File: config.mk
export PLATFORM = sky130hd
export DESIGN_NAME = draw_scheduler
export DESIGN_NICKNAME = d
export VERILOG_FILES = /design/src/rtl/draw_scheduler.sv
export SDC_FILE = /design/constraint.sdc
export NUM_CORES = 1
export LEC_CHECK = 0
export ABC_AREA = 1
export CAP_MARGIN = 20
export CELL_PAD_IN_SITES_DETAIL_PLACEMENT = 1
export CELL_PAD_IN_SITES_GLOBAL_PLACEMENT = 2
export CORE_MARGIN = 2
export CORE_UTILIZATION = 28
export CTS_CLUSTER_DIAMETER = 200
export DETAILED_ROUTE_END_ITERATION = 10
export PLACE_DENSITY = 0.81
export SYNTH_ARGS = -nofsm -noshare
export SYNTH_HDL_FRONTEND = slang
export SYNTH_SLANG_ARGS = --single-unit
File: constraint.sdc
create_clock -name clk -period 3.3 [get_ports clk]
set_input_delay 0.66 -clock clk [delete_from_list [all_inputs] [get_ports clk]]
set_output_delay 0.66 -clock clk [all_outputs]
set_load 0.05 [all_outputs]
File: src/rtl/draw_scheduler.sv
`default_nettype none
// ============================================================================
// Module  : draw_scheduler
// Brief   : Queues drawing commands and sequences the fill, circle and
//           Reuleaux engines onto one shared VGA plot port.
// Rev     : 1.0  initial release
// ============================================================================
module draw_scheduler #(
    parameter int DEPTH = 4
) (
    input  logic                      clk,
    input  logic                      rst,
    input  logic                      cmd_valid,
    output logic                      cmd_ready,
    input  logic [1:0]                cmd_op,
    input  logic [2:0]                cmd_colour,
    input  logic [7:0]                cmd_x,
    input  logic [6:0]                cmd_y,
    input  logic [7:0]                cmd_size,
    input  logic                      flush,
    output logic [2:0]                eng_colour,
    output logic [7:0]                eng_x,
    output logic [6:0]                eng_y,
    output logic [7:0]                eng_size,
    output logic                      fill_start,
    output logic                      circ_start,
    output logic                      reul_start,
    input  logic                      fill_done,
    input  logic                      circ_done,
    input  logic                      reul_done,
    input  logic [7:0]                fill_vga_x,
    input  logic [6:0]                fill_vga_y,
    input  logic [2:0]                fill_vga_colour,
    input  logic                      fill_vga_plot,
    input  logic [7:0]                circ_vga_x,
    input  logic [6:0]                circ_vga_y,
    input  logic [2:0]                circ_vga_colour,
    input  logic                      circ_vga_plot,
    input  logic [7:0]                reul_vga_x,
    input  logic [6:0]                reul_vga_y,
    input  logic [2:0]                reul_vga_colour,
    input  logic                      reul_vga_plot,
    output logic [7:0]                vga_x,
    output logic [6:0]                vga_y,
    output logic [2:0]                vga_colour,
    output logic                      vga_plot,
    output logic                      busy,
    output logic [$clog2(DEPTH):0]    level,
    output logic [7:0]                done_count
);

    localparam int AW = $clog2(DEPTH);
    localparam logic [1:0]  c_OP_CLEAR  = 2'd0;
    localparam logic [1:0]  c_OP_CIRCLE = 2'd1;
    localparam logic [1:0]  c_OP_REUL   = 2'd2;
    localparam logic [1:0]  c_OP_NOP    = 2'd3;
    localparam logic [AW:0] c_FULL_LEVEL = (AW + 1)'(DEPTH);

    typedef enum logic [1:0] {
        S_IDLE    = 2'd0,
        S_LOAD    = 2'd1,
        S_RUN     = 2'd2,
        S_RELEASE = 2'd3
    } state_t;

    state_t       r_state;
    state_t       w_state_nxt;

    logic [1:0]   r_mem_op     [DEPTH];
    logic [2:0]   r_mem_colour [DEPTH];
    logic [7:0]   r_mem_x      [DEPTH];
    logic [6:0]   r_mem_y      [DEPTH];
    logic [7:0]   r_mem_size   [DEPTH];

    logic [AW:0]  r_wr_ptr;
    logic [AW:0]  r_rd_ptr;
    logic [AW:0]  w_level;
    logic         w_empty;
    logic         w_full;
    logic         w_push;
    logic         w_pop;

    logic [1:0]   r_cur_op;
    logic [2:0]   r_eng_colour;
    logic [7:0]   r_eng_x;
    logic [6:0]   r_eng_y;
    logic [7:0]   r_eng_size;
    logic         r_fill_start;
    logic         r_circ_start;
    logic         r_reul_start;
    logic [7:0]   r_done_count;
    logic         w_sel_done;
    logic         w_count_done;

    assign w_level = r_wr_ptr - r_rd_ptr;
    assign w_empty = (w_level == '0);
    assign w_full  = (w_level == c_FULL_LEVEL);
    // Flush wins over both ends of the queue so nothing queued this cycle survives.
    assign w_push  = cmd_valid & ~w_full & ~flush;
    assign w_pop   = (r_state == S_IDLE) & ~w_empty & ~flush;

    always_ff @(posedge clk) begin
        if (w_push) begin
            r_mem_op[r_wr_ptr[AW-1:0]]     <= cmd_op;
            r_mem_colour[r_wr_ptr[AW-1:0]] <= cmd_colour;
            r_mem_x[r_wr_ptr[AW-1:0]]      <= cmd_x;
            r_mem_y[r_wr_ptr[AW-1:0]]      <= cmd_y;
            r_mem_size[r_wr_ptr[AW-1:0]]   <= cmd_size;
        end
    end

    always_ff @(posedge clk) begin
        if (rst || flush) begin
            r_wr_ptr <= '0;
            r_rd_ptr <= '0;
        end else begin
            if (w_push) r_wr_ptr <= r_wr_ptr + 1'b1;
            if (w_pop)  r_rd_ptr <= r_rd_ptr + 1'b1;
        end
    end

    always_comb begin
        w_sel_done = 1'b0;
        case (r_cur_op)
            c_OP_CLEAR:  w_sel_done = fill_done;
            c_OP_CIRCLE: w_sel_done = circ_done;
            c_OP_REUL:   w_sel_done = reul_done;
            default:     w_sel_done = 1'b0;
        endcase
    end

    always_comb begin
        w_state_nxt  = r_state;
        w_count_done = 1'b0;
        case (r_state)
            S_IDLE: begin
                if (w_pop) w_state_nxt = S_LOAD;
            end
            S_LOAD: begin
                if (r_cur_op == c_OP_NOP) begin
                    w_state_nxt  = S_IDLE;
                    w_count_done = 1'b1;
                end else begin
                    w_state_nxt = S_RUN;
                end
            end
            S_RUN: begin
                if (w_sel_done) w_state_nxt = S_RELEASE;
            end
            S_RELEASE: begin
                if (!w_sel_done) begin
                    w_state_nxt  = S_IDLE;
                    w_count_done = 1'b1;
                end
            end
            default: w_state_nxt = S_IDLE;
        endcase
    end

    always_ff @(posedge clk) begin
        if (rst) begin
            r_state      <= S_IDLE;
            r_cur_op     <= c_OP_CLEAR;
            r_eng_colour <= '0;
            r_eng_x      <= '0;
            r_eng_y      <= '0;
            r_eng_size   <= '0;
            r_fill_start <= 1'b0;
            r_circ_start <= 1'b0;
            r_reul_start <= 1'b0;
            r_done_count <= '0;
        end else begin
            r_state <= w_state_nxt;
            if (w_pop) begin
                r_cur_op     <= r_mem_op[r_rd_ptr[AW-1:0]];
                r_eng_colour <= r_mem_colour[r_rd_ptr[AW-1:0]];
                r_eng_x      <= r_mem_x[r_rd_ptr[AW-1:0]];
                r_eng_y      <= r_mem_y[r_rd_ptr[AW-1:0]];
                r_eng_size   <= r_mem_size[r_rd_ptr[AW-1:0]];
            end
            // Decoding from the next state keeps each start high for exactly the RUN cycles.
            r_fill_start <= (w_state_nxt == S_RUN) && (r_cur_op == c_OP_CLEAR);
            r_circ_start <= (w_state_nxt == S_RUN) && (r_cur_op == c_OP_CIRCLE);
            r_reul_start <= (w_state_nxt == S_RUN) && (r_cur_op == c_OP_REUL);
            if (w_count_done) r_done_count <= r_done_count + 8'd1;
        end
    end

    always_comb begin
        vga_x      = '0;
        vga_y      = '0;
        vga_colour = '0;
        vga_plot   = 1'b0;
        if (r_state == S_RUN) begin
            case (r_cur_op)
                c_OP_CLEAR: begin
                    vga_x = fill_vga_x; vga_y = fill_vga_y;
                    vga_colour = fill_vga_colour; vga_plot = fill_vga_plot;
                end
                c_OP_CIRCLE: begin
                    vga_x = circ_vga_x; vga_y = circ_vga_y;
                    vga_colour = circ_vga_colour; vga_plot = circ_vga_plot;
                end
                c_OP_REUL: begin
                    vga_x = reul_vga_x; vga_y = reul_vga_y;
                    vga_colour = reul_vga_colour; vga_plot = reul_vga_plot;
                end
                default: ;
            endcase
        end
    end

    assign cmd_ready  = ~w_full;
    assign level      = w_level;
    assign busy       = (r_state != S_IDLE) | ~w_empty;
    assign done_count = r_done_count;
    assign eng_colour = r_eng_colour;
    assign eng_x      = r_eng_x;
    assign eng_y      = r_eng_y;
    assign eng_size   = r_eng_size;
    assign fill_start = r_fill_start;
    assign circ_start = r_circ_start;
    assign reul_start = r_reul_start;

endmodule
`default_nettype wire

==> results.json <==
{
  "status": "completed",
  "floorplan.die.width_um": 161,
  "criticalPathCategory": "reg2reg",
  "maxClockFrequency_ghz": 0.335,
  "min_period_ps": 2990,
  "pwr_density_cell_nw_per_um2": 574,
  "tritoncts.num_buffers": 17,
  "startpoint_type": "flip-flop",
  "placed_cells_incl_taps": 1182,
  "yosys.cell_types.count": 27,
  "post_layout_nonfiller_instances": 1214,
  "cts-resized-gates": 0,
  "flip_flop_and_latch_count_after_synthesis": 159,
  "fin_crit_sh": 0.905,
  "grt_max_degree": 60,
  "via_per_inst": 4.43,
  "number_of_hold_violations_in_the_final_report": 0,
  "slowest_stage": "sky130_fd_sc_hd__nor2_4",
  "timing_worst_slew_pin_value_ps": 930,
  "gp_congestion": 0.729,
  "netlist_area_sq_um": 6860,
  "worst_setup_skew_after_layout_ps": 8.16,
  "worstPathArrival_ps": 3110,
  "worst_hold_slack_ps": 503,
  "first_pass_iters": 4,
  "timing.final.max_slew_violations": 0,
  "avgRoutedWirePerCell_um": 15.3,
  "worst_path_most_repeated_cell": "sky130_fd_sc_hd__nand2_1",
  "clk-insertion-delay-late_ps": 420,
  "timing.max_slew.rel_slack": 0.379,
  "worst-path-buf-inv": 3,
  "fin_util": 0.397,
  "grt_pass1_vias": 5575,
  "vias": 5372,
  "timing.critical_path.cells": "inv_1 > ha_1 > fa_1 > inv_1 > nand2_1 > nand2_1 > nand2_1 > nand3_1 > nand3_1 > nor2_4 > buf_12",
  "number_of_antenna_violations_at_the_first_check_in_global_routing": 0,
  "largest_stage_delay_worst_path_ps": 490,
  "ant_nets": 0,
  "ctsHtreeMaxLevel": 4,
  "layout-drive-gt1-share": 0.0933,
  "fillCellCount": 2702,
  "cap_viol_max_count": 0,
  "worst_setup_path_end_kind": "flip-flop",
  "vdd.ir_drop.worst_mv": 0.365,
  "timing.critical_path.max_delay_family": "simple AND/OR/NAND/NOR gates",
  "worst_setup_hold_path_clk_slew_ps": 60,
  "total_leakage_power_nw": 3.84,
  "setup_repair_after_global_routing_missed_its_margin": "no",
  "insertedDiodeCount": 0,
  "fin_area_sq_um": 9610,
  "post_synth_inst_count": 727,
  "detailed_place.area_sq_um": 8990,
  "total_number_of_yosys_warnings": 0,
  "postSynthNetCount": 827,
  "wl_um": 18500,
  "global_route.overflow_total": 0,
  "die_height_um": 161,
  "num-nets-final": 977,
  "number_of_sinks_driven_by_the_clock_tree": 159,
  "detail_route.iter0.violations": 287,
  "fin_total_pwr_w": 0.00551,
  "synthToLayoutAreaGrowth_pct": 40.0,
  "setup_violations": 0,
  "fp.coreArea_sq_um": 24200,
  "ctsRootBufferMaster": "sky130_fd_sc_hd__clkbuf_16",
  "grt_pass1_wl_um": 29700,
  "design.die.area_sq_um": 25800,
  "postSynthAreaPerCell_sq_um": 9.44,
  "required_ps": 3420,
  "synth_sequential_area_ratio": 0.627,
  "drc_errors": 0,
  "port_buffers": 152,
  "cts.repair_timing.setup_buffer_count": 0,
  "max-clock-path-buffers": 2,
  "tightest_hold_check_type": "reg2reg",
  "cts_tree": "yes",
  "io-pin-count": 153,
  "grt.total_usage": 0.147,
  "detailedPlacementHpwl_um": 12500,
  "placementRows": 57,
  "initial_utilization": 0.284,
  "cts_hold_buf": 0,
  "crit_path_max_fanout": 17
}
## cell families (layout without fill, tap and decap cells)
group                      count (synthesis)  after routing  share of synthesized area
xor gates and xnor gates                   6              6                    0.00766
adders and majority gates                  8              8                     0.0157
buffers and inverters                    106            269                     0.0665
DFF                                      159            159                      0.627
AOI/OAI and AO/OA                         97             97                     0.0764
and+or+nand+nor                          351            351                      0.207
## layout by cell type (no fill, tap or decap)
cell	n
sky130_fd_sc_hd__a21oi_1	10
sky130_fd_sc_hd__a21oi_2	1
sky130_fd_sc_hd__buf_12	25
sky130_fd_sc_hd__buf_4	12
sky130_fd_sc_hd__bufinv_16	4
sky130_fd_sc_hd__clkbuf_1	2
sky130_fd_sc_hd__clkbuf_16	17
sky130_fd_sc_hd__clkdlybuf4s50_1	129
sky130_fd_sc_hd__clkinv_2	3
sky130_fd_sc_hd__clkinvlp_4	3
sky130_fd_sc_hd__dfxtp_1	46
sky130_fd_sc_hd__dfxtp_2	1
sky130_fd_sc_hd__edfxtp_1	112
sky130_fd_sc_hd__fa_1	1
sky130_fd_sc_hd__ha_1	7
sky130_fd_sc_hd__inv_1	68
sky130_fd_sc_hd__inv_2	3
sky130_fd_sc_hd__inv_6	3
sky130_fd_sc_hd__nand2_1	167
sky130_fd_sc_hd__nand2_2	2
sky130_fd_sc_hd__nand3_1	33
sky130_fd_sc_hd__nand3_2	2
sky130_fd_sc_hd__nand3_4	1
sky130_fd_sc_hd__nand4_1	7
sky130_fd_sc_hd__nand4_2	1
sky130_fd_sc_hd__nor2_1	133
sky130_fd_sc_hd__nor2_2	1
sky130_fd_sc_hd__nor2_4	4
sky130_fd_sc_hd__o21ai_0	51
sky130_fd_sc_hd__o21ai_1	7
sky130_fd_sc_hd__o22ai_1	28
sky130_fd_sc_hd__xnor2_1	1
sky130_fd_sc_hd__xor2_1	5
## layout make-up
class / instances / area, sq um / share of cell area
tap: 324 / 405 / 0.0422
clock inverter: 13 / 184 / 0.0191
multi-input combinational: 462 / 2130 / 0.222
timing repair buffer: 166 / 1880 / 0.196
clock buffer: 19 / 433 / 0.0451
inverter: 71 / 267 / 0.0277
sequential: 159 / 4310 / 0.448
## final timing paths
check	start	to	slack [ps]	cells past startpoint
worst max-delay path	r_wr_ptr[0]$_SDFFE_PP0N_	r_mem_size[0][7]$_DFFE_PP_	310	11
worst min-delay path	r_wr_ptr[0]$_SDFFE_PP0N_	r_wr_ptr[0]$_SDFFE_PP0N_	500	2
worst max register to register	r_wr_ptr[0]$_SDFFE_PP0N_	r_mem_size[0][7]$_DFFE_PP_	310	11
worst min register to register	r_wr_ptr[0]$_SDFFE_PP0N_	r_wr_ptr[0]$_SDFFE_PP0N_	500	2
## report_power, final
group / internal, W / switching [W] / total (W)
registers: 0.00223 / 0.0000437 / 0.00227
logic: 0.000454 / 0.000739 / 0.00119
clock network: 0.00127 / 0.000780 / 0.00205
total: 0.00395 / 0.00156 / 0.00551
## registers in the layout, summed over array words and instances, names as in the netlist
name,count
circ_start,1
done_count,8
eng_colour,3
eng_size,8
eng_x,8
eng_y,7
fill_start,1
r_cur_op,2
r_mem_colour,12
r_mem_op,8
r_mem_size,32
r_mem_x,32
r_mem_y,28
r_rd_ptr,3
r_state,2
r_wr_ptr,3
reul_start,1
## worst register-to-register path, cell delays in order, from the launching register on
cell,delay [ps]
sky130_fd_sc_hd__dfxtp_1,370
sky130_fd_sc_hd__inv_1,110
sky130_fd_sc_hd__ha_1,220
sky130_fd_sc_hd__fa_1,420
sky130_fd_sc_hd__inv_1,100
sky130_fd_sc_hd__nand2_1,70
sky130_fd_sc_hd__nand2_1,70
sky130_fd_sc_hd__nand2_1,40
sky130_fd_sc_hd__nand3_1,180
sky130_fd_sc_hd__nand3_1,380
sky130_fd_sc_hd__nor2_4,490
sky130_fd_sc_hd__buf_12,230
## metal layers
layer,GRT usage,wire length (um)
met2,0.261,9390
met5,0,0
met4,0.0414,174
met1,0.181,8420
met3,0.0294,557
## synthesized netlist by cell type
master	instances	area [sq um]
sky130_fd_sc_hd__nand2_1	167	627
sky130_fd_sc_hd__nor2_1	137	514
sky130_fd_sc_hd__edfxtp_1	112	3360
sky130_fd_sc_hd__inv_1	69	259
sky130_fd_sc_hd__o21ai_0	51	255
sky130_fd_sc_hd__dfxtp_1	47	941
sky130_fd_sc_hd__nand3_1	33	165
sky130_fd_sc_hd__o22ai_1	28	175
sky130_fd_sc_hd__clkbuf_1	17	63.8
sky130_fd_sc_hd__a21oi_1	10	50.1
sky130_fd_sc_hd__buf_2	10	50.1
sky130_fd_sc_hd__ha_1	7	87.6
sky130_fd_sc_hd__nand4_1	7	43.8
sky130_fd_sc_hd__o21ai_1	7	35.0
sky130_fd_sc_hd__buf_6	6	67.6
sky130_fd_sc_hd__xor2_1	5	43.8
sky130_fd_sc_hd__inv_2	2	7.51
sky130_fd_sc_hd__nand2_2	2	12.5
sky130_fd_sc_hd__nand3_2	2	20.0
sky130_fd_sc_hd__a21oi_2	1	8.76
sky130_fd_sc_hd__buf_1	1	3.75
sky130_fd_sc_hd__clkbuf_2	1	5.00
sky130_fd_sc_hd__fa_1	1	20.0
sky130_fd_sc_hd__nand3_4	1	17.5
sky130_fd_sc_hd__nand4_2	1	12.5
sky130_fd_sc_hd__nor2_2	1	6.26
sky130_fd_sc_hd__xnor2_1	1	8.76
## through the flow
| step | TNS (ps) | setup slack, ps |
|---|---|---|
| after floorplan | -50100 | -447 |
| after global placement | 0 | 311 |
| after detailed placement | 0 | 278 |
| after CTS | 0 | 273 |
| after global routing | 0 | 66.2 |
| final | 0 | 315 |
(Power assumes the default switching activity.)
